### src/rtl/unidade_controle_jogo_pkg.sv
// Shared state encoding and control-strobe bundle for the memory-game controller.
// Also used by the top-level hex debug display to decode db_estado.
package unidade_controle_jogo_pkg;

    localparam int ESTADO_W = 4;

    localparam logic [ESTADO_W-1:0] INICIAL          = 4'h0;
    localparam logic [ESTADO_W-1:0] PREPARACAO       = 4'h1;
    localparam logic [ESTADO_W-1:0] INICIO_RODADA    = 4'h2;
    localparam logic [ESTADO_W-1:0] ESPERA_JOGADA    = 4'h3;
    localparam logic [ESTADO_W-1:0] REGISTRA         = 4'h4;
    localparam logic [ESTADO_W-1:0] COMPARACAO       = 4'h5;
    localparam logic [ESTADO_W-1:0] PROXIMO_ENDERECO = 4'h6;
    localparam logic [ESTADO_W-1:0] PROXIMA_RODADA   = 4'h7;
    localparam logic [ESTADO_W-1:0] FIM_ACERTO       = 4'hA;
    localparam logic [ESTADO_W-1:0] FIM_TIMEOUT      = 4'hB;
    localparam logic [ESTADO_W-1:0] FIM_ERRO         = 4'hE;

    typedef struct packed {
        logic zera_e;
        logic conta_e;
        logic zera_rod;
        logic conta_rod;
        logic zera_r;
        logic registra_r;
        logic zera_t;
        logic conta_t;
        logic pronto;
        logic acertou;
        logic errou;
        logic timeout;
    } ctrl_t;

    // Terminal states all restart the game the same way on iniciar.
    function automatic logic is_fim(input logic [ESTADO_W-1:0] estado);
        return (estado == FIM_ACERTO) || (estado == FIM_ERRO) || (estado == FIM_TIMEOUT);
    endfunction

endpackage

### src/rtl/unidade_controle_jogo.sv
// Moore FSM sequencing the memory-game datapath; every output decodes from the state register.
// Optional play-window timeout enabled by defining TIMEOUT_EN; otherwise espera_jogada waits forever.
module unidade_controle_jogo
    import unidade_controle_jogo_pkg::*;
#(
    parameter int DB_ESTADO_W = 4
) (
    input  logic                   clock,
    input  logic                   reset,
    input  logic                   iniciar,
    input  logic                   jogada_feita,
    input  logic                   igual,
    input  logic                   enderecoIgualRodada,
    input  logic                   fimRod,
    input  logic                   fimT,
    output logic                   zeraE,
    output logic                   contaE,
    output logic                   zeraRod,
    output logic                   contaRod,
    output logic                   zeraR,
    output logic                   registraR,
    output logic                   zeraT,
    output logic                   contaT,
    output logic                   pronto,
    output logic                   acertou,
    output logic                   errou,
    output logic                   timeout,
    output logic [DB_ESTADO_W-1:0] db_estado
);

    logic [ESTADO_W-1:0] estado_q;
    logic [ESTADO_W-1:0] estado_d;
    ctrl_t               ctrl;
    logic                fim_t_ok;

`ifdef TIMEOUT_EN
    assign fim_t_ok = fimT;
`else
    logic unused_fimt;
    assign unused_fimt = fimT;
    assign fim_t_ok    = 1'b0;
`endif

    always_ff @(posedge clock) begin
        if (reset) begin
            estado_q <= INICIAL;
        end else begin
            estado_q <= estado_d;
        end
    end

    always_comb begin
        estado_d = INICIAL;
        case (estado_q)
            INICIAL:          estado_d = iniciar ? PREPARACAO : INICIAL;
            PREPARACAO:       estado_d = INICIO_RODADA;
            INICIO_RODADA:    estado_d = ESPERA_JOGADA;
            // A play arriving together with the timeout still counts.
            ESPERA_JOGADA: begin
                if (jogada_feita)  estado_d = REGISTRA;
                else if (fim_t_ok) estado_d = FIM_TIMEOUT;
                else               estado_d = ESPERA_JOGADA;
            end
            REGISTRA:         estado_d = COMPARACAO;
            COMPARACAO: begin
                if (!igual)                    estado_d = FIM_ERRO;
                else if (!enderecoIgualRodada) estado_d = PROXIMO_ENDERECO;
                else if (!fimRod)              estado_d = PROXIMA_RODADA;
                else                           estado_d = FIM_ACERTO;
            end
            PROXIMO_ENDERECO: estado_d = ESPERA_JOGADA;
            PROXIMA_RODADA:   estado_d = INICIO_RODADA;
            FIM_ACERTO, FIM_ERRO, FIM_TIMEOUT:
                estado_d = iniciar ? PREPARACAO : estado_q;
            default:          estado_d = INICIAL;
        endcase
    end

    always_comb begin
        ctrl = '0;
        case (estado_q)
            PREPARACAO: begin
                ctrl.zera_e   = 1'b1;
                ctrl.zera_rod = 1'b1;
                ctrl.zera_r   = 1'b1;
                ctrl.zera_t   = 1'b1;
            end
            INICIO_RODADA: begin
                ctrl.zera_e = 1'b1;
                ctrl.zera_t = 1'b1;
            end
`ifdef TIMEOUT_EN
            ESPERA_JOGADA:    ctrl.conta_t = 1'b1;
`endif
            REGISTRA: begin
                ctrl.registra_r = 1'b1;
                ctrl.zera_t     = 1'b1;
            end
            PROXIMO_ENDERECO: ctrl.conta_e   = 1'b1;
            PROXIMA_RODADA:   ctrl.conta_rod = 1'b1;
            FIM_ACERTO: begin
                ctrl.pronto  = 1'b1;
                ctrl.acertou = 1'b1;
            end
            FIM_ERRO: begin
                ctrl.pronto = 1'b1;
                ctrl.errou  = 1'b1;
            end
`ifdef TIMEOUT_EN
            FIM_TIMEOUT: begin
                ctrl.pronto  = 1'b1;
                ctrl.timeout = 1'b1;
            end
`endif
            default:          ctrl = '0;
        endcase
    end

    assign zeraE     = ctrl.zera_e;
    assign contaE    = ctrl.conta_e;
    assign zeraRod   = ctrl.zera_rod;
    assign contaRod  = ctrl.conta_rod;
    assign zeraR     = ctrl.zera_r;
    assign registraR = ctrl.registra_r;
    assign zeraT     = ctrl.zera_t;
    assign contaT    = ctrl.conta_t;
    assign pronto    = ctrl.pronto;
    assign acertou   = ctrl.acertou;
    assign errou     = ctrl.errou;
    assign timeout   = ctrl.timeout;

    always_comb begin
        db_estado                 = '0;
        db_estado[ESTADO_W-1:0]   = estado_q;
    end

endmodule
### config.mk
export PLATFORM = sky130hd
export DESIGN_NAME = unidade_controle_jogo
export DESIGN_NICKNAME = d
export VERILOG_FILES = /design/src/rtl/unidade_controle_jogo_pkg.sv /design/src/rtl/unidade_controle_jogo.sv
export SDC_FILE = /design/constraint.sdc
export NUM_CORES = 1
export LEC_CHECK = 0
export CAP_MARGIN = 30
export CORE_UTILIZATION = 30
export CTS_CLUSTER_DIAMETER = 30
export DETAILED_ROUTE_END_ITERATION = 6
export PLACE_DENSITY = 0.66
export REMOVE_ABC_BUFFERS = 1
export SKIP_LAST_GASP = 1
export SLEW_MARGIN = 5
export SYNTH_ARGS = -nofsm -noshare
export SYNTH_HDL_FRONTEND = slang
export SYNTH_SLANG_ARGS = --single-unit
### constraint.sdc
create_clock -name clock -period 1.7 [get_ports clock]
set_clock_uncertainty 0.15 [all_clocks]
set_input_delay 0.34 -clock clock [delete_from_list [all_inputs] [get_ports clock]]
set_output_delay 0.34 -clock clock [all_outputs]
set_load 0.03 [all_outputs]
After elaboration in Yosys (flattened, before gate mapping)
Cells that the tools add are included.
{"block": "totals", "ff_bits": 4, "elab_cells": 35, "in_bits": 8, "out_inout_bits": 16}
{"block": "classes", "reduce_logical": 7, "n_eq_ne": 11, "mux": 16}
{"operator": "4-bit one-hot mux with 7 select lines", "n": 1}
{"operator": "4-bit by 3-bit equality test with 1-bit output (second input constant)", "n": 4}
{"operator": "4-bit 2-to-1 mux", "n": 4}
{"operator": "4-bit equality test (second input constant)", "n": 3}
{"operator": "1-bit 2-to-1 mux", "n": 10}
{"operator": "4-bit by 2-bit equality test with 1-bit output (second input constant)", "n": 2}
{"operator": "2-bit OR reduction", "n": 4}
{"operator": "3-bit OR reduction", "n": 2}
{"operator": "4-bit by 1-bit equality test with 1-bit output (second input constant)", "n": 1}
{"operator": "4-bit zero test", "n": 1}
{"operator": "3-bit 2-to-1 mux", "n": 1}
{"operator": "2-bit inequality test (second input constant)", "n": 1}

Depth between registers and ports, before layout
Gate-level depths: netlist of run 1.
{"block": "logic_depth", "depth_word": 4, "ltp_mapped": 5, "depth_no_buf": 4}

Least setup slack after synthesis of run 1
OpenSTA, ideal clock, no wires.
{"block": "synth_path", "path_type": "register -> output", "from": "register estado_q[0] (netlist: db_estado[0])", "to": "output zeraRod", "path_buffers": 2, "arrival_time_ns": 2.227, "stages_incl_launch_ff": 4, "path_slack_ns": -1.017, "required_ns": 1.210, "cell_sequence": "dfxtp_1 -> buf_4 -> nor4b_1 -> buf_4"}
{"block": "synth_via", "elab_chain_len": 2}
{"element": "start: declaration", "line": "unidade_controle_jogo.sv:31", "rtl": "logic [ESTADO_W-1:0] estado_q;"}
{"element": "start signal: assignment", "line": "unidade_controle_jogo.sv:48", "rtl": "estado_q <= estado_d;"}
{"element": "4-bit by 1-bit equality test with 1-bit output"}
{"element": "1-bit 2-to-1 mux"}
{"element": "end: declaration", "line": "unidade_controle_jogo.sv:18", "rtl": "output logic zeraRod,"}
No other way between the ends.

Worst setup path in the final report of run 1
{"block": "layout_path", "from": "register estado_q[3] (netlist: db_estado[3])", "to": "output zeraT"}
{"block": "layout_via", "elab_chain_len": 3, "elab_cells_between_ends": 5, "cone_classes": "eq/ne (3); mux (1); reduce/logical (1)"}
{"element": "4-bit by 2-bit equality test with 1-bit output, or another cell as far along", "line": "unidade_controle_jogo.sv:81", "rtl": "case (estado_q)"}
{"element": "3-bit OR reduction (no source line) (*)"}
{"element": "1-bit 2-to-1 mux (*)", "line": "unidade_controle_jogo.sv:81"}
{"element": "end: declaration", "line": "unidade_controle_jogo.sv:22", "rtl": "output logic zeraT,"}
Every way passes the cells marked *; elsewhere a longest branch is shown, timed or not.

==> results of run 1 <==
[layer usage]
metal | wire, um | GRT usage | vias to the layer above
met2 | 672 | 0.292 | 7
li1 | - | - | 253
met1 | 530 | 0.201 | 230
met3 | 22 | 0.0341 | 0
met5 | 0 | 0 | -
met4 | 0 | 0.103 | 0
[worst max-delay path by stage]
| stage | startpoint | end | depth (start not counted) |
|---|---|---|---|
| 6_report | db_estado[3] | zeraT | 4 |
| 5_1_grt | db_estado[0] | errou | 4 |
| 4_1_cts | db_estado[3] | zeraT | 4 |
| 3_5_place_dp | jogada_feita | db_estado[0] | 5 |
| 3_3_place_gp | iniciar | db_estado[0] | 5 |
| 2_1_floorplan | db_estado[0] | zeraR | 1 |
[cells in the final DEF (no fill, tap or decap), types with 2 or more instances in the layout]
master and count:
nor2_2 3, o21ai_0 2, nand4b_1 2, buf_4 23, nand3_1 3, nor3_1 2
nand2_1 6, buf_6 2, dfxtp_4 4, clkdlybuf4s50_1 6, nor2_1 4, conb_1 2
clkbuf_4 3, a21oi_1 4
[logic make-up (layout without fill, tap and decap cells)]
family	after synthesis	count (layout)
and+or+nand+nor	31	31
AOI/OAI and AO/OA	12	12
buffers and inverters	7	34
DFF	4	4
other	1	2
xor gates and xnor gates	1	1
[report_power, final]
part           internal (mW)  switching (mW)  leakage [nW]
logic                 0.0926           0.101         0.270
clock network         0.0786          0.0336        0.0138
registers             0.0983          0.0194        0.0356
total                  0.270           0.154         0.319
[final cells by class]
class | count | area share
repair buffers | 31 | 0.348
multi-input cells | 46 | 0.467
clock buffers | 3 | 0.0307
flip-flops and latches | 4 | 0.129
well taps | 15 | 0.0256
[repair_timing]
item                                    4_1_cts  5_1_grt
gates resized for setup                       4       14
setup buffers                                 0        2
hold buffers                                  0        0
endpoints found under the setup margin        9        8
==> impl_results.md, run 1 <==
* Layout Nets at 94
* Worst Path Buf+Inv at 1
* TritonCTS clock tree: yes
* Highest clock rate at 0.593 GHz
* Pwr dens at 576 nW/um2
* Pin count of the biggest net entering global routing at 12
* Tcrit/Tclk final at 0.992
* WP data required at 1.21 ns
* Chip Width at 39.4 um
* Mapped Area at 419 um2
* Num ports at 24
* Ant diodes at 0
* Area leader, netlist: dfxtp_1
* Multiplexer share of the synthesized area at 0
* Reg-to-reg slack, setup at 0.18 ns
* Initial core utilization at 0.322
* Post-route design area at 734 um2
* Core Region at 1300 um2
* WHS Path Cells at 1
* First-pass GRT wire length at 1760 um
* Initial antenna violation count at 0
* Vias in the first global route at 432
* Clk sinks at 4
* Setup TNS at 0 ns
* Layout cells sized above 1 at 0.524
* Worst-path cell chain: nand2b_4, nor3_2, or2_1, buf_6
* Reg-to-reg startpoint: db_estado[1]
* Post-Synth Adder-Cell Area at 0
* Post-place setup slack at 0.0441 ns
* # fillers at 122
* First drt pass iteration count at 4
* Hold EP: db_estado[0]
* Setup CP Type: reg -> out
* Final-report hold violation count at 0
* Final Util at 0.564
* WL/cell at 12.4 um
* Delay of the slowest critical-path stage at 0.39 ns
* Max reg flops at 4
* Synth Area in Compound Gates at 0.224
* Leakage dissipation at 0.319 nW
* Seq/Total Area, Yosys at 0.191
* Clock root cell: clkbuf_4
* GR Util All Layers at 0.174
* Reg-to-reg endpoint: db_estado[2]
* Crit-path max FO at 8
* Area added between synthesis and finish at 75.2%
* Die height at 39.4 um
* Min Hold Slack at 0.440 ns
* Layout Cells excl Fill at 99
* Status: completed
* Xor/xnor share of the synthesized area at 0.0209
* Top cells by area, synth: dfxtp_1 19%, buf_4 7.2%, nand2_1 5.4%
* Post-detailed-route DRC marker count at 0
* YS warnings at 0
* Area of the multi-input gates at 343 um2
* Largest family of logic cells by synthesized area: simple AND/OR/NAND/NOR gates
* Origin of the worst min-delay path: db_estado[3]
* Worst min path class: reg -> reg
* Htree depth at 1
* Critical Path AT at 1.20 ns
* Share of Yosys cell area claimed by the top area cell type at 0.191
* Total wire length at 1230 um
* Final setup fails at 0
* Buffers on Ports at 20
* Slowest-stage cell, CP: dfxtp_4
* Die area at 1550 um2
* TritonCTS Buffers at 3
* Startpoint Class: register
* Setup WS post-layout at 0.0135 ns
* Synth cell types at 29
* Clock buffer depth at 2
* Max Cap Violations at 0
* Post-DP HPWL at 829 um
* Async SR Flop Fraction at 0
* Ys flop type: dfxtp_1
* Reg area at 95.1 um2
* Period minus WS final at 1.69 ns
* Cell family with most CP delay: simple AND/OR/NAND/NOR gates
* Post-synth top cells: 6 x nand2_1, 5 x nor2_1
* RSZ-0062 raised after global routing: yes
* Routability cong. at 0.761
* Post-Synth Simple-Gate Area at 0.433
* Synth Instances at 56
* FP Rows at 13
* Reg clk slew, reported paths at 0.04 ns
* Path depth of the worst reg2reg path at 6
* Worst IR Drop VDD at 301 uV
* Worst-Skew Late Latency at 0.23 ns
* Gr ovfl total at 0
* Most instantiated library cell after synthesis: nand2_1
* Final Power at 0.423 mW
* Starting DRT DRC Count at 18
* Fin. max-slew vios at 0
* #FFs+latches synth at 4
* Vias at 490
* Dpl cell area at 623 um2
* Endpoint class of the critical path: output pin
* Via density at 4.95
* Final ANT Viol Nets at 0
* Synth Area per Inst at 7.48 um2
* DP Cell Count at 94
* Post-synth EDFFs at 0
No activity file was read; power rests on OpenSTA's default activity.
==> run 2: changes to the inputs <==
Settings changed: CELL_PAD_IN_SITES_DETAIL_PLACEMENT set to 0, CELL_PAD_IN_SITES_GLOBAL_PLACEMENT set to 1, CORE_UTILIZATION 30 to 24, PLACE_DENSITY 0.66 to unset, PLACE_DENSITY_LB_ADDON set to 0.1.
==> impl_results.md, run 2 (synthesized netlist as in run 1, its figures left out) <==
* Reg clk slew, reported paths at 0.04 ns
* Die height at 43.8 um
* Initial core utilization at 0.266
* Startpoint Class: register
* Setup WS post-layout at -0.0169 ns
* Status: complete, but fails checks
* RSZ-0062 raised after global routing: yes
* Tcrit/Tclk final at 1.01
* Total wire length at 1120 um
* Worst-Skew Late Latency at 0.23 ns
* Clock buffer depth at 2
* Max reg flops at 4
* Vias at 465
* WP data required at 1.21 ns
* Post-DP HPWL at 856 um
* Fin. max-slew vios at 0
* Endpoint class of the critical path: output pin
* Commonest non-fill, non-tap cell in the layout: buf_4
* Hold EP: db_estado[1]
* First-pass GRT wire length at 1990 um
* Initial antenna violation count at 0
* Chip Width at 43.8 um
* Max Cap Violations at 0
* Final Util at 0.402
* Clock root cell: clkbuf_4
* FP Rows at 14
* P_int at 0.253 mW
* Pin count of the biggest net entering global routing at 13
* Switching power at 0.144 mW
* WL/cell at 11.9 um
* Crit-path max FO at 6
* Leakage dissipation at 0.276 nW
* Reg-to-reg startpoint: db_estado[1]
* Post-place setup slack at 0.00702 ns
* Ant diodes at 0
* Hold buffers post-CTS at 0
* Critical Path AT at 1.23 ns
* Failing checks: design-rule violations, negative setup slack
* Reg-to-reg slack, setup at 0.23 ns
* Routability cong. at 0.725
* Switching Share at 0.362
* Vias in the first global route at 432
* Via density at 4.95
* Critical Path Source: db_estado[3]
* Area added between synthesis and finish at 51.0%
* Final-report hold violation count at 0
* Core Region at 1580 um2
* Die area at 1920 um2
* Final setup fails at 1
* Period minus WS final at 1.72 ns
* Starting DRT DRC Count at 19
* Layout cells sized above 1 at 0.436
* Reg-to-reg endpoint: db_estado[0]
* Path depth of the worst reg2reg path at 5
* TritonCTS clock tree: yes
* Most frequent cells in the layout: 19 x buf_4, 6 x nand2_1, 6 x clkdlybuf4s50_1
* Pwr dens at 627 nW/um2
* Final Power at 0.397 mW
* Worst IR Drop VDD at 199 uV
* Setup CP Type: reg -> out
* Final ANT Viol Nets at 0
* GR Util All Layers at 0.139
* Num ports at 24
* Flop pwr share at 0.280
* Highest clock rate at 0.582 GHz
* Buffers on Ports at 20
* Layout Nets at 88
* Clk sinks at 4
* Min Hold Slack at 0.532 ns
* Comb power frac at 0.429
* Origin of the worst min-delay path: db_estado[0]
* Gr ovfl total at 0
* TritonCTS Buffers at 3
* First drt pass iteration count at 6
* Post-detailed-route DRC marker count at 3
* WHS Path Cells at 2
* Htree depth at 1
* Clock group share of total power at 0.291
* Worst min path class: reg -> reg
run 2: area by class of cell:
| type | instances | area, um2 |
|---|---|---|
| Tap cell | 16 | 20.0 |
| Clock buffer | 3 | 22.5 |
| Fill cell | 182 | 943 |
| Sequential cell | 4 | 87.6 |
| Timing Repair Buffer | 25 | 203 |
| Multi-Input combinational cell | 46 | 300 |
run 2: power groups by stage:
| stage | combinational (mW) | clock [mW] | sequential, mW |
|---|---|---|---|
| finish | 0.170 | 0.115 | 0.111 |
| global placement | 0.169 | 0 | 0.111 |
| CTS | 0.169 | 0.122 | 0.111 |
| floorplan | 0.0796 | 0 | 0.129 |
| global route | 0.184 | 0.126 | 0.113 |
| detailed placement | 0.169 | 0 | 0.112 |
run 2: routing by layer:
| metal | wire [um] | vias up | global-route usage |
|---|---|---|---|
| li1 | - | 240 | - |
| met1 | 513 | 206 | 0.193 |
| met2 | 541 | 19 | 0.209 |
| met3 | 62 | 0 | 0.0125 |
| met4 | 0 | 0 | 0.0750 |
| met5 | 0 | - | 0 |
run 2: what timing repair did:
action                                  CTS  global route
endpoints found under the setup margin    5             8
resized for setup                         3             4
buffers inserted                          0             0
run 2: worst max-delay path, stage by stage, from the launching register on:
cell      delay [ns]
dfxtp_2         0.38
nand2b_1        0.17
nor3_1          0.06
or2_1           0.22
buf_4           0.16
run 2: stage by stage:
| step | TNS, ns | cell area [um2] | std cells |
|---|---|---|---|
| floorplan | -5.98 | 372 | 50 |
| global placement | 0 | 594 | 91 |
| detailed placement | 0 | 594 | 91 |
| CTS | -0.0841 | 621 | 94 |
| global route | -0.141 | 633 | 94 |
| finish | -0.0169 | 633 | 94 |
run 2: worst max path at each step:
| stage | end | slack [ns] |
|---|---|---|
| 6_report | zeraT | -0.02 |
| 3_5_place_dp | db_estado[0] | 0.007 |
| 5_1_grt | zeraT | -0.10 |
| 4_1_cts | zeraT | -0.03 |
| 3_3_place_gp | db_estado[0] | 0.01 |
| 2_1_floorplan | zeraR | -1.48 |
==> run 3: changes to the inputs <==
Settings changed: ABC_AREA set to 0.
==> results of run 3 <==
The final DEF is identical to that of run 2; final timing and power are the same.
